File: config.mk
export PLATFORM = sky130hd
export DESIGN_NAME = cm0_pmu_pwr_seq
export DESIGN_NICKNAME = d
export VERILOG_FILES = /design/src/rtl/cm0_pmu_pwr_seq.sv
export SDC_FILE = /design/constraint.sdc
export NUM_CORES = 1
export LEC_CHECK = 0
export ABC_AREA = 0
export CORE_MARGIN = 3
export CORE_UTILIZATION = 53
export CTS_CLUSTER_DIAMETER = 40
export DETAILED_ROUTE_END_ITERATION = 10
export PLACE_DENSITY = 0.77
export SETUP_SLACK_MARGIN = 0.2
export SYNTH_ARGS = -nofsm -noshare
export SYNTH_HDL_FRONTEND = slang
export SYNTH_SLANG_ARGS = --single-unit
export TNS_END_PERCENT = 50
File: constraint.sdc
create_clock -name SCLK -period 2.1 [get_ports SCLK]
set_clock_uncertainty 0.05 [all_clocks]
set_input_delay 0.315 -clock SCLK [delete_from_list [all_inputs] [get_ports SCLK]]
set_output_delay 0.315 -clock SCLK [all_outputs]
set_load 0.005 [all_outputs]
File: src/rtl/cm0_pmu_pwr_seq.sv
// Cortex-M0 PMU power sequencer: sleep-hold handshake, then isolation, retention and
// power-gate control in a fixed counted order, and the mirror-image power-up.
module cm0_pmu_pwr_seq #(
  parameter int DLY = 4,
  parameter int CW  = 4
) (
  input  logic SCLK,
  input  logic SRESET,
  input  logic SLEEPDEEP_S,
  input  logic WAKEUP_S,
  input  logic SLEEPHOLDACKn,
  input  logic PWRACK_S,
  output logic SLEEPHOLDREQn,
  output logic ISOLATEn,
  output logic RETAINn,
  output logic PWRDOWN,
  output logic PMUBUSY
);

  typedef enum logic [3:0] {
    ST_RUN, ST_HOLD, ST_ISO, ST_RET, ST_PDN,
    ST_OFF, ST_PUP, ST_UNRET, ST_UNISO, ST_REL
  } state_t;

  localparam int            DLY_EFF  = (DLY < 1) ? 1 : DLY;
  localparam logic [CW-1:0] CNT_LOAD = CW'(DLY_EFF - 1);

  state_t        state_q, state_d;
  logic [CW-1:0] cnt_q, cnt_d;
  logic          wake_q, wake_d;
  logic          req_n_q, req_n_d;
  logic          iso_n_q, iso_n_d;
  logic          ret_n_q, ret_n_d;
  logic          pdn_q, pdn_d;
  logic          busy_q, busy_d;

  always_comb begin
    state_d = state_q;
    cnt_d   = (cnt_q != '0) ? cnt_q - CW'(1) : cnt_q;
    wake_d  = wake_q;

    case (state_q)
      ST_RUN:   if (SLEEPDEEP_S && !WAKEUP_S) state_d = ST_HOLD;
      // An abort request outranks an ack arriving on the same edge.
      ST_HOLD: begin
        if (WAKEUP_S || !SLEEPDEEP_S) begin
          state_d = ST_REL;
        end else if (!SLEEPHOLDACKn) begin
          state_d = ST_ISO;
          cnt_d   = CNT_LOAD;
        end
      end
      ST_ISO: begin
        if (cnt_q == '0) begin
          state_d = ST_RET;
          cnt_d   = CNT_LOAD;
        end
      end
      ST_RET:   if (cnt_q == '0) state_d = ST_PDN;
      ST_PDN:   if (PWRACK_S) state_d = ST_OFF;
      ST_OFF:   if (wake_q || WAKEUP_S) state_d = ST_PUP;
      ST_PUP: begin
        if (!PWRACK_S) begin
          state_d = ST_UNRET;
          cnt_d   = CNT_LOAD;
        end
      end
      ST_UNRET: begin
        if (cnt_q == '0) begin
          state_d = ST_UNISO;
          cnt_d   = CNT_LOAD;
        end
      end
      ST_UNISO: if (cnt_q == '0) state_d = ST_REL;
      ST_REL:   if (SLEEPHOLDACKn) state_d = ST_RUN;
      default:  state_d = ST_RUN;
    endcase

    // Wakes seen mid power-down are remembered so the sequence can finish, then reverse.
    if (WAKEUP_S && (state_q inside {ST_ISO, ST_RET, ST_PDN, ST_OFF})) wake_d = 1'b1;
    if (state_d == ST_PUP && state_q != ST_PUP) wake_d = 1'b0;

    req_n_d = 1'b1;
    iso_n_d = 1'b1;
    ret_n_d = 1'b1;
    pdn_d   = 1'b0;
    busy_d  = (state_d != ST_RUN);
    case (state_d)
      ST_HOLD, ST_UNISO: req_n_d = 1'b0;
      ST_ISO, ST_UNRET: begin
        req_n_d = 1'b0;
        iso_n_d = 1'b0;
      end
      ST_RET, ST_PUP: begin
        req_n_d = 1'b0;
        iso_n_d = 1'b0;
        ret_n_d = 1'b0;
      end
      ST_PDN, ST_OFF: begin
        req_n_d = 1'b0;
        iso_n_d = 1'b0;
        ret_n_d = 1'b0;
        pdn_d   = 1'b1;
      end
      default: ;
    endcase
  end

  always_ff @(posedge SCLK) begin
    if (SRESET) begin
      state_q <= ST_RUN;
      cnt_q   <= '0;
      wake_q  <= 1'b0;
      req_n_q <= 1'b1;
      iso_n_q <= 1'b1;
      ret_n_q <= 1'b1;
      pdn_q   <= 1'b0;
      busy_q  <= 1'b0;
    end else begin
      state_q <= state_d;
      cnt_q   <= cnt_d;
      wake_q  <= wake_d;
      req_n_q <= req_n_d;
      iso_n_q <= iso_n_d;
      ret_n_q <= ret_n_d;
      pdn_q   <= pdn_d;
      busy_q  <= busy_d;
    end
  end

  assign SLEEPHOLDREQn = req_n_q;
  assign ISOLATEn      = iso_n_q;
  assign RETAINn       = ret_n_q;
  assign PWRDOWN       = pdn_q;
  assign PMUBUSY       = busy_q;

endmodule
==> impl_metrics.py, run 1 <==
metrics = {
    "timing": {
        "layout_min_cycle_time_ps": 1850,
        "layout_setup_ws_ps": 254,
        "holdWs_ps": 480,
        "finalMaxSlewViolations": 0,
        "max_freq_mhz": 542,
        "worstMarginPinSlew_ps": 506,
        "maxSlewHeadroom_pct": 65.9,
        "grt_setup_unrepaired": "no",
        "setup_viol": 0,
        "final_hold_viol_count": 0,
        "fin_crit_sh_pct": 87.9,
    },
    "setup_path": {
        "crit_required_ps": 2230,
        "timing.rr.start": "state_q[2]$_SDFF_PP0_",
        "crit_arrival_ps": 1980,
        "cp-start-kind": "flop",
        "r2r_slack_ps": 250,
        "worstReg2RegEnd": "RETAINn$_SDFF_PP1_",
        "cp_max_fo": 9,
        "setup.worst_path.start": "state_q[2]$_SDFF_PP0_",
        "endpoint_kind": "flop",
        "critPathKind": "reg2reg",
        "rr_worst_depth": 4,
    },
    "place": {
        "hpwl_mm": 1.37,
        "portBuffers": 10,
        "gp_congestion": 0.890,
        "placed_area_sq_um": 987,
        "post-place-ws_ps": -17.4,
    },
    "clock_network": {
        "cts_root_buffer": "clkbuf_4",
        "cts_made_buffers": 3,
        "cts_tree": "built",
        "cts.sinks": 14,
        "ctsLongestPathBuffers": 2,
        "postCtsHoldBufs": 0,
        "clock_latency_ps": 290,
        "h-tree-depth": 1,
        "path_clk_slew_ps": 100,
    },
    "route": {
        "via_count": 796,
        "drc_errors": 0,
        "drtPass1Iterations": 4,
        "viasPerCell": 6.22,
        "drt_iter0_markers": 28,
        "wl_mm": 2.09,
        "wl_per_cell_um": 16.3,
        "ant_nets": 0,
    },
    "global_routing": {
        "grt.overflow.total": 0,
        "grt_pass1_vias": 779,
        "grt_pass1_wl_mm": 3.37,
        "antenna_found_initial": 0,
        "grt_max_degree": 15,
        "grt_usage_pct": 22.3,
    },
    "synthesis": {
        "yosysUniqueCellTypes": 44,
        "yosys_warnings": 0,
        "synth_top_area_share_pct": 32.7,
        "synth-edff-count": 0,
        "async_reset_ff_share_pct": 0,
        "synth_flop_cell": "dfxtp_1",
        "syn_area_per_cell_sq_um": 8.76,
        "synth_area_sq_um": 858,
        "synthCells": 98,
        "synth_most_common_cell": "dfxtp_1",
        "synth.cells.most_frequent": "dfxtp_1, nor2_1, a21oi_1, nand2_1",
        "synthTopCellsByArea": "dfxtp_1, nor2_1, a21oi_1",
        "ys_seq_area_share_pct": 32.7,
        "synth-seq-cells": 14,
        "yosysTopAreaCell": "dfxtp_1",
        "syn_nets": 106,
    },
    "floorplan": {
        "fp.dieW_um": 46.2,
        "ios": 11,
        "rows": 13,
        "core_area_sq_um": 1420,
        "dieArea_sq_um": 2140,
        "fp.dieH_um": 46.2,
        "start_util_pct": 60.7,
    },
    "layout": {
        "regArea_sq_um": 287,
        "syn2layout_area_growth_pct": 27.0,
        "num_antenna_cells": 0,
        "fin_util_pct": 77.0,
        "final_cell_area_sq_um": 1090,
        "fin_nets": 122,
        "fill_cells": 107,
        "multi_input_area_sq_um": 581,
        "layout-drive-gt1-share_pct": 23.0,
    },
    "power_and_ir_drop": {
        "p_per_area_nw_per_um2": 987,
        "power_leakage_nw": 0.412,
        "vdd_ir_drop_max_mv": 0.761,
    },
    "worst_hold_path": {
        "hold_depth": 2,
        "hold_path_startpoint": "wake_q$_SDFFE_PP0P_",
        "worst_hold_path.endpoint": "wake_q$_SDFFE_PP0P_",
        "hold_class": "reg2reg",
    },
    "flow_run": {
        "maxCapViolations": 0,
    },
    "status": {
        "status": "complete, no violations",
    },
}
-- layer usage --
layer	global-route usage, %	share of wire (%)	vias up
met3	7.03	7.0	7
met4	10.2	2.3	0
met5	0	0	-
met1	28.2	44	375
li1	-	-	385
met2	34.1	47	29
-- what timing repair did --
| item | in CTS | in global routing |
|---|---|---|
| buffers inserted | 0 | 1 |
| pin swaps | 0 | 6 |
| setup endpoints to repair | 4 | 4 |
| gates resized for setup | 2 | 11 |
-- logic make-up (layout without fill, tap and decap cells) --
group	Yosys count	count (layout)	share of synthesized area, %
compound gates	20	20	18.8
xor+xnor	3	3	3.06
fa+ha+maj	2	2	2.91
buf+inv	10	25	5.83
flops	14	14	32.7
mux	1	1	1.17
simple gates	48	48	35.6
-- state kept, by name, summed over array words and instances, names as in the netlist --
name           cells
SLEEPHOLDREQn      1
cnt_q              4
ISOLATEn           1
wake_q             1
RETAINn            1
PWRDOWN            1
state_q            4
PMUBUSY            1
-- report_power, final --
part / internal (mW) / switching [mW]
clock: 0.105 / 0.0939
combinational: 0.258 / 0.246
sequential: 0.323 / 0.0499
total: 0.687 / 0.389
-- through the flow --
step / std cells / power, mW / setup TNS [ps]
final: 128 / 1.08 / 0
after global routing: 128 / 1.16 / 0
after CTS: 127 / 1.01 / 0
after detailed placement: 123 / 0.787 / -17.4
after global placement: 123 / 0.771 / -1.92
after floorplan: 98 / 0.700 / 0
-- area by class of cell --
class	count	area share, %
multi-input cells	74	53.3
well taps	15	1.72
flip-flops and latches	14	26.3
clock buffers	4	3.33
repair buffers	17	14.0
inverters	4	1.38
-- worst max path at each step --
stage                               end  slack (ps)  cells after the start
floorplan           cnt_q[0]$_SDFF_PP0_         260                      8
global placement     PMUBUSY$_SDFF_PP0_          -2                      6
detailed placement   PMUBUSY$_SDFF_PP0_         -20                      6
CTS                 cnt_q[0]$_SDFF_PP0_         230                      7
global route         PMUBUSY$_SDFF_PP0_         170                      6
finish               RETAINn$_SDFF_PP1_         250                      4
-- cell usage in the layout, fill, tap and decap left out, drive strengths merged, types with 2 or more instances in the layout --
cell type / count
buf: 7
clkbuf: 4
or4b: 2
ha: 2
inv: 4
nor2b: 3
or3: 2
nand2: 6
dfxtp: 14
xnor2: 2
nand2b: 3
clkdlybuf4s50: 10
or3b: 2
a21oi: 6
and4bb: 2
nor3: 5
nor2: 13
o21ai: 3
nand4: 2
-- critical path, stage by stage (launching register included) --
cell     delay, ps
dfxtp_1        440
or4b_1         620
a21oi_1        260
o21ai_1         90
a221o_1        290
Power figures use the tool's default switching activity.
==> inputs of run 2 (changes only) <==
- CELL_PAD_IN_SITES_DETAIL_PLACEMENT: default -> 1
- CELL_PAD_IN_SITES_GLOBAL_PLACEMENT: default -> 1
- CORE_UTILIZATION: 53 -> 40
- PLACE_DENSITY: 0.77 -> default
- PLACE_DENSITY_LB_ADDON: default -> 0.1
==> impl_metrics.py, run 2 (synthesis gave the netlist of run 1 again) <==
metrics = {
    "status": {
        "status": "complete, no violations",
    },
    "layout": {
        "stdcell_count": 142,
        "reg.largest.list": "cnt_q: 4 flops, state_q: 4 flops",
        "num_antenna_cells": 0,
        "syn2layout_area_growth_pct": 28.1,
        "final_cell_area_sq_um": 1100,
        "fin_nets": 124,
        "final_common_cell": "nor2_1",
        "layout-drive-gt1-share_pct": 27.0,
        "final_cell_mix": "nor2_1, clkdlybuf4s50_1, dfxtp_1, buf_4, nand2_1",
    },
    "floorplan": {
        "core_area_sq_um": 2000,
        "fp.dieH_um": 52.3,
        "fp.dieW_um": 52.3,
        "rows": 16,
        "ios": 11,
        "dieArea_sq_um": 2740,
        "start_util_pct": 42.9,
    },
    "clock_network": {
        "cts.sinks": 14,
        "cts_tree": "built",
        "h-tree-depth": 1,
        "clock_latency_ps": 280,
        "path_clk_slew_ps": 90,
        "cts_made_buffers": 3,
        "ctsLongestPathBuffers": 2,
        "cts_root_buffer": "clkbuf_4",
    },
    "timing": {
        "grt_setup_unrepaired": "yes",
        "layout_setup_ws_ps": 216,
        "holdWs_ps": 473,
        "finalMaxSlewViolations": 0,
        "worstMarginPinSlew_ps": 539,
        "setup_viol": 0,
        "layout_min_cycle_time_ps": 1880,
        "fin_crit_sh_pct": 89.7,
        "max_freq_mhz": 531,
        "final_hold_viol_count": 0,
        "maxSlewHeadroom_pct": 63.9,
    },
    "place": {
        "portBuffers": 10,
        "place_inst": 134,
        "gp_congestion": 0.852,
        "post-place-ws_ps": -68.5,
        "hpwl_mm": 1.68,
        "placed_area_sq_um": 995,
    },
    "global_routing": {
        "grt_pass1_vias": 816,
        "grt_usage_pct": 20.2,
        "grt_pass1_wl_mm": 4.00,
        "antenna_found_initial": 0,
        "grt.overflow.total": 0,
        "grt_max_degree": 15,
    },
    "setup_path": {
        "critPathKind": "reg2reg",
        "cp_max_fo": 5,
        "crit_required_ps": 2260,
        "crit_arrival_ps": 2040,
        "endpoint_kind": "flop",
        "cp-start-kind": "flop",
    },
    "worst_hold_path": {
        "hold_class": "reg2reg",
    },
    "route": {
        "drt_iter0_markers": 12,
        "ant_nets": 0,
        "via_count": 806,
        "wl_mm": 2.36,
        "wl_per_cell_um": 16.6,
        "drtPass1Iterations": 4,
        "drc_errors": 0,
        "viasPerCell": 5.68,
    },
    "power_and_ir_drop": {
        "p_int_mw": 0.707,
        "total_power_mw": 1.11,
        "switchingPower_mw": 0.404,
        "power_frac_comb_pct": 48.2,
        "power_leakage_nw": 0.420,
        "power_frac_seq_pct": 34.1,
        "sw_frac_of_total_pct": 36.4,
        "clkPwrFrac_pct": 17.7,
        "p_per_area_nw_per_um2": 1010,
        "vdd_ir_drop_max_mv": 0.684,
    },
    "flow_run": {
        "maxCapViolations": 0,
    },
}
-- run 2: cell count changes in the layout (fill, tap and decap cells not counted) --
cell | before | now
dfxtp_2 | 2 | 5
buf_4 | 7 | 9
dfxtp_1 | 11 | 9
a21oi_1 | 6 | 5
a21oi_2 | 0 | 1
a311oi_2 | 0 | 1
a311oi_4 | 1 | 0
and4bb_1 | 1 | 0
and4bb_2 | 1 | 2
dfxtp_4 | 1 | 0
ha_1 | 0 | 1
ha_4 | 2 | 1
-- run 2: layout make-up --
| class | instances | area [sq um] |
|---|---|---|
| Fill cell | 240 | 902 |
| Inverter | 4 | 15.0 |
| Timing Repair Buffer | 19 | 168 |
| Clock buffer | 4 | 36.3 |
| Tap cell | 27 | 33.8 |
| Multi-Input combinational cell | 74 | 561 |
| Sequential cell | 14 | 287 |
-- run 2: routing by layer --
metal / vias up / global-route usage (%) / wire length (um)
li1: 390 / - / -
met1: 403 / 26.9 / 1160
met2: 11 / 32.6 / 1120
met3: 2 / 3.70 / 63
met4: 0 / 6.38 / 18
met5: - / 0 / 0
-- run 2: final timing paths --
kind / startpoint / endpoint / slack [ps] / cells past startpoint
setup / recovery: cnt_q[1]$_SDFF_PP0_ / SLEEPHOLDREQn$_SDFF_PP1_ / 220 / 7
hold / removal: wake_q$_SDFFE_PP0P_ / wake_q$_SDFFE_PP0P_ / 470 / 2
setup reg to reg: cnt_q[1]$_SDFF_PP0_ / SLEEPHOLDREQn$_SDFF_PP1_ / 220 / 7
hold reg to reg: wake_q$_SDFFE_PP0P_ / wake_q$_SDFFE_PP0P_ / 470 / 2
-- run 2: per-stage QoR --
stage	utilization [%]	TNS, ps
floorplan	-	0
global placement	49.7	-119
detailed placement	49.7	-116
CTS	53.3	0
global route	54.9	0
finish	54.9	0
-- run 2: power groups by stage --
stage	clock network [mW]	registers, mW	logic [mW]
finish	0.197	0.379	0.536
global route	0.216	0.387	0.609
CTS	0.204	0.373	0.490
detailed placement	0	0.374	0.432
global placement	0	0.371	0.412
floorplan	0	0.348	0.352
-- run 2: critical path, cell delays in order (launching register included) --
cell	delay [ps]
dfxtp_2	340
inv_2	60
ha_4	130
or3b_4	440
a22oi_4	220
nand4_4	140
nor3_4	230
mux2i_1	200
-- run 2: what timing repair did --
item,in CTS,in global routing
pin swaps,2,5
setup buffers,2,2
hold buffers,0,0
endpoints found under the setup margin,5,6
resized for setup,5,9
==> inputs of run 3 (changes only) <==
- CORE_MARGIN: 3 -> default
- CTS_CLUSTER_SIZE: default -> 16
==> impl_metrics.py, run 3 (synthesis gave the netlist of run 1 again) <==
metrics = {
    "route": {
        "ant_nets": 0,
        "drt_iter0_markers": 10,
        "drtPass1Iterations": 4,
        "viasPerCell": 5.59,
        "drc_errors": 0,
        "wl_per_cell_um": 17.3,
        "wl_mm": 2.48,
        "via_count": 799,
    },
    "setup_path": {
        "cp_max_fo": 6,
        "endpoint_kind": "flop",
        "crit_required_ps": 2220,
        "cp-start-kind": "flop",
        "crit_arrival_ps": 2020,
        "critPathKind": "reg2reg",
    },
    "global_routing": {
        "grt_pass1_vias": 831,
        "use_met3_pct": 4.09,
        "grt_usage_pct": 22.8,
        "top_usage_layer": "met2",
        "grt_pass1_wl_mm": 4.11,
        "grt.overflow.total": 0,
        "antenna_found_initial": 0,
        "grt_max_degree": 15,
        "use_met1_pct": 30.0,
        "grtUsageMet2_pct": 37.8,
    },
    "timing": {
        "final_hold_viol_count": 0,
        "layout_setup_ws_ps": 199,
        "holdWs_ps": 485,
        "setup_viol": 0,
        "fin_tns_setup_ps": 0,
        "maxSlewHeadroom_pct": 63.2,
        "max_freq_mhz": 526,
        "fin_crit_sh_pct": 90.5,
        "layout_min_cycle_time_ps": 1900,
        "worstMarginPinSlew_ps": 550,
        "finalMaxSlewViolations": 0,
        "grt_setup_unrepaired": "yes",
    },
    "floorplan": {
        "dieArea_sq_um": 2330,
        "fp.dieW_um": 48.3,
        "start_util_pct": 43.3,
        "rows": 16,
        "core_area_sq_um": 1980,
        "fp.dieH_um": 48.3,
        "ios": 11,
    },
    "place": {
        "portBuffers": 10,
        "gp_congestion": 0.884,
        "hpwl_mm": 1.63,
        "post-place-ws_ps": -32.8,
    },
    "layout": {
        "regArea_sq_um": 287,
        "fin_nets": 125,
        "num_antenna_cells": 0,
        "layout-drive-gt1-share_pct": 30.2,
        "syn2layout_area_growth_pct": 35.1,
        "reg.largest.list": "cnt_q: 4 flops, state_q: 4 flops",
        "fin_util_pct": 58.5,
        "final_cell_mix": "dfxtp_1, nor2_1, clkdlybuf4s50_1",
        "multi_input_area_sq_um": 609,
        "fill_cells": 234,
    },
    "power_and_ir_drop": {
        "power_frac_comb_pct": 51.5,
        "sw_frac_of_total_pct": 37.7,
        "p_per_area_nw_per_um2": 1030,
        "power_frac_seq_pct": 31.7,
        "power_leakage_nw": 0.433,
        "switchingPower_mw": 0.452,
        "p_int_mw": 0.746,
        "clkPwrFrac_pct": 16.8,
        "vdd_ir_drop_max_mv": 0.764,
    },
    "flow_run": {
        "maxCapViolations": 0,
    },
    "clock_network": {
        "h-tree-depth": 1,
        "path_clk_slew_ps": 100,
        "cts_root_buffer": "clkbuf_4",
        "cts_made_buffers": 3,
        "clock_latency_ps": 290,
        "cts_tree": "built",
        "cts.sinks": 14,
        "ctsLongestPathBuffers": 2,
    },
    "status": {
        "status": "complete, no violations",
    },
    "worst_hold_path": {
        "hold_class": "reg2reg",
    },
}
run 3: cell count changes in the layout (fill, tap and decap cells not counted), sizes merged:
cell,change
buf,+1
run 3: power groups by stage:
stage / clock (mW) / combinational, mW / sequential (mW)
2_1_floorplan: 0 / 0.352 / 0.348
3_3_place_gp: 0 / 0.413 / 0.369
3_5_place_dp: 0 / 0.425 / 0.368
4_1_cts: 0.204 / 0.477 / 0.365
5_1_grt: 0.221 / 0.672 / 0.388
6_report: 0.202 / 0.617 / 0.379
run 3: cell type report:
cell class                 instances  area share (%)
timing repair buffer              20            15.4
tap                               27            2.91
sequential                        14            24.7
inverter                           4            1.29
clock buffer                       4            3.13
multi-input combinational         74            52.5
run 3: path summary, 6_finish.rpt:
path	cells after the start	slack (ps)	from	end
setup / recovery	7	200	cnt_q[0]$_SDFF_PP0_	cnt_q[1]$_SDFF_PP0_
hold / removal	2	480	wake_q$_SDFFE_PP0P_	wake_q$_SDFFE_PP0P_
setup reg to reg	7	200	cnt_q[0]$_SDFF_PP0_	cnt_q[1]$_SDFF_PP0_
hold reg to reg	2	480	wake_q$_SDFFE_PP0P_	wake_q$_SDFFE_PP0P_
run 3: per-stage QoR:
step / cell area (sq um) / total power, mW / instances
global placement: 1000 / 0.782 / 135
finish: 1160 / 1.20 / 143
detailed placement: 1000 / 0.793 / 135
global route: 1160 / 1.28 / 143
CTS: 1050 / 1.05 / 140
floorplan: 858 / 0.700 / 98
run 3: what timing repair did:
| item | 4_1_cts | 5_1_grt |
|---|---|---|
| resized for setup | 2 | 19 |
| hold buffers | 0 | 0 |
| buffers inserted | 1 | 3 |
| endpoints found under the setup margin | 4 | 6 |
| pin swaps | 0 | 8 |
run 3: routing by layer:
metal / vias to the layer above / wire length [um]
li1: 393 / -
met1: 390 / 1230
met2: 11 / 1180
met3: 5 / 42
met4: 0 / 23
met5: - / 0
run 3: worst max-delay path, stage by stage (launching register included):
cell     delay [ps]
dfxtp_4         360
inv_2            60
ha_4            120
or3b_4          470
buf_6           160
or3_4           360
a21oi_2         140
nor2_1           50
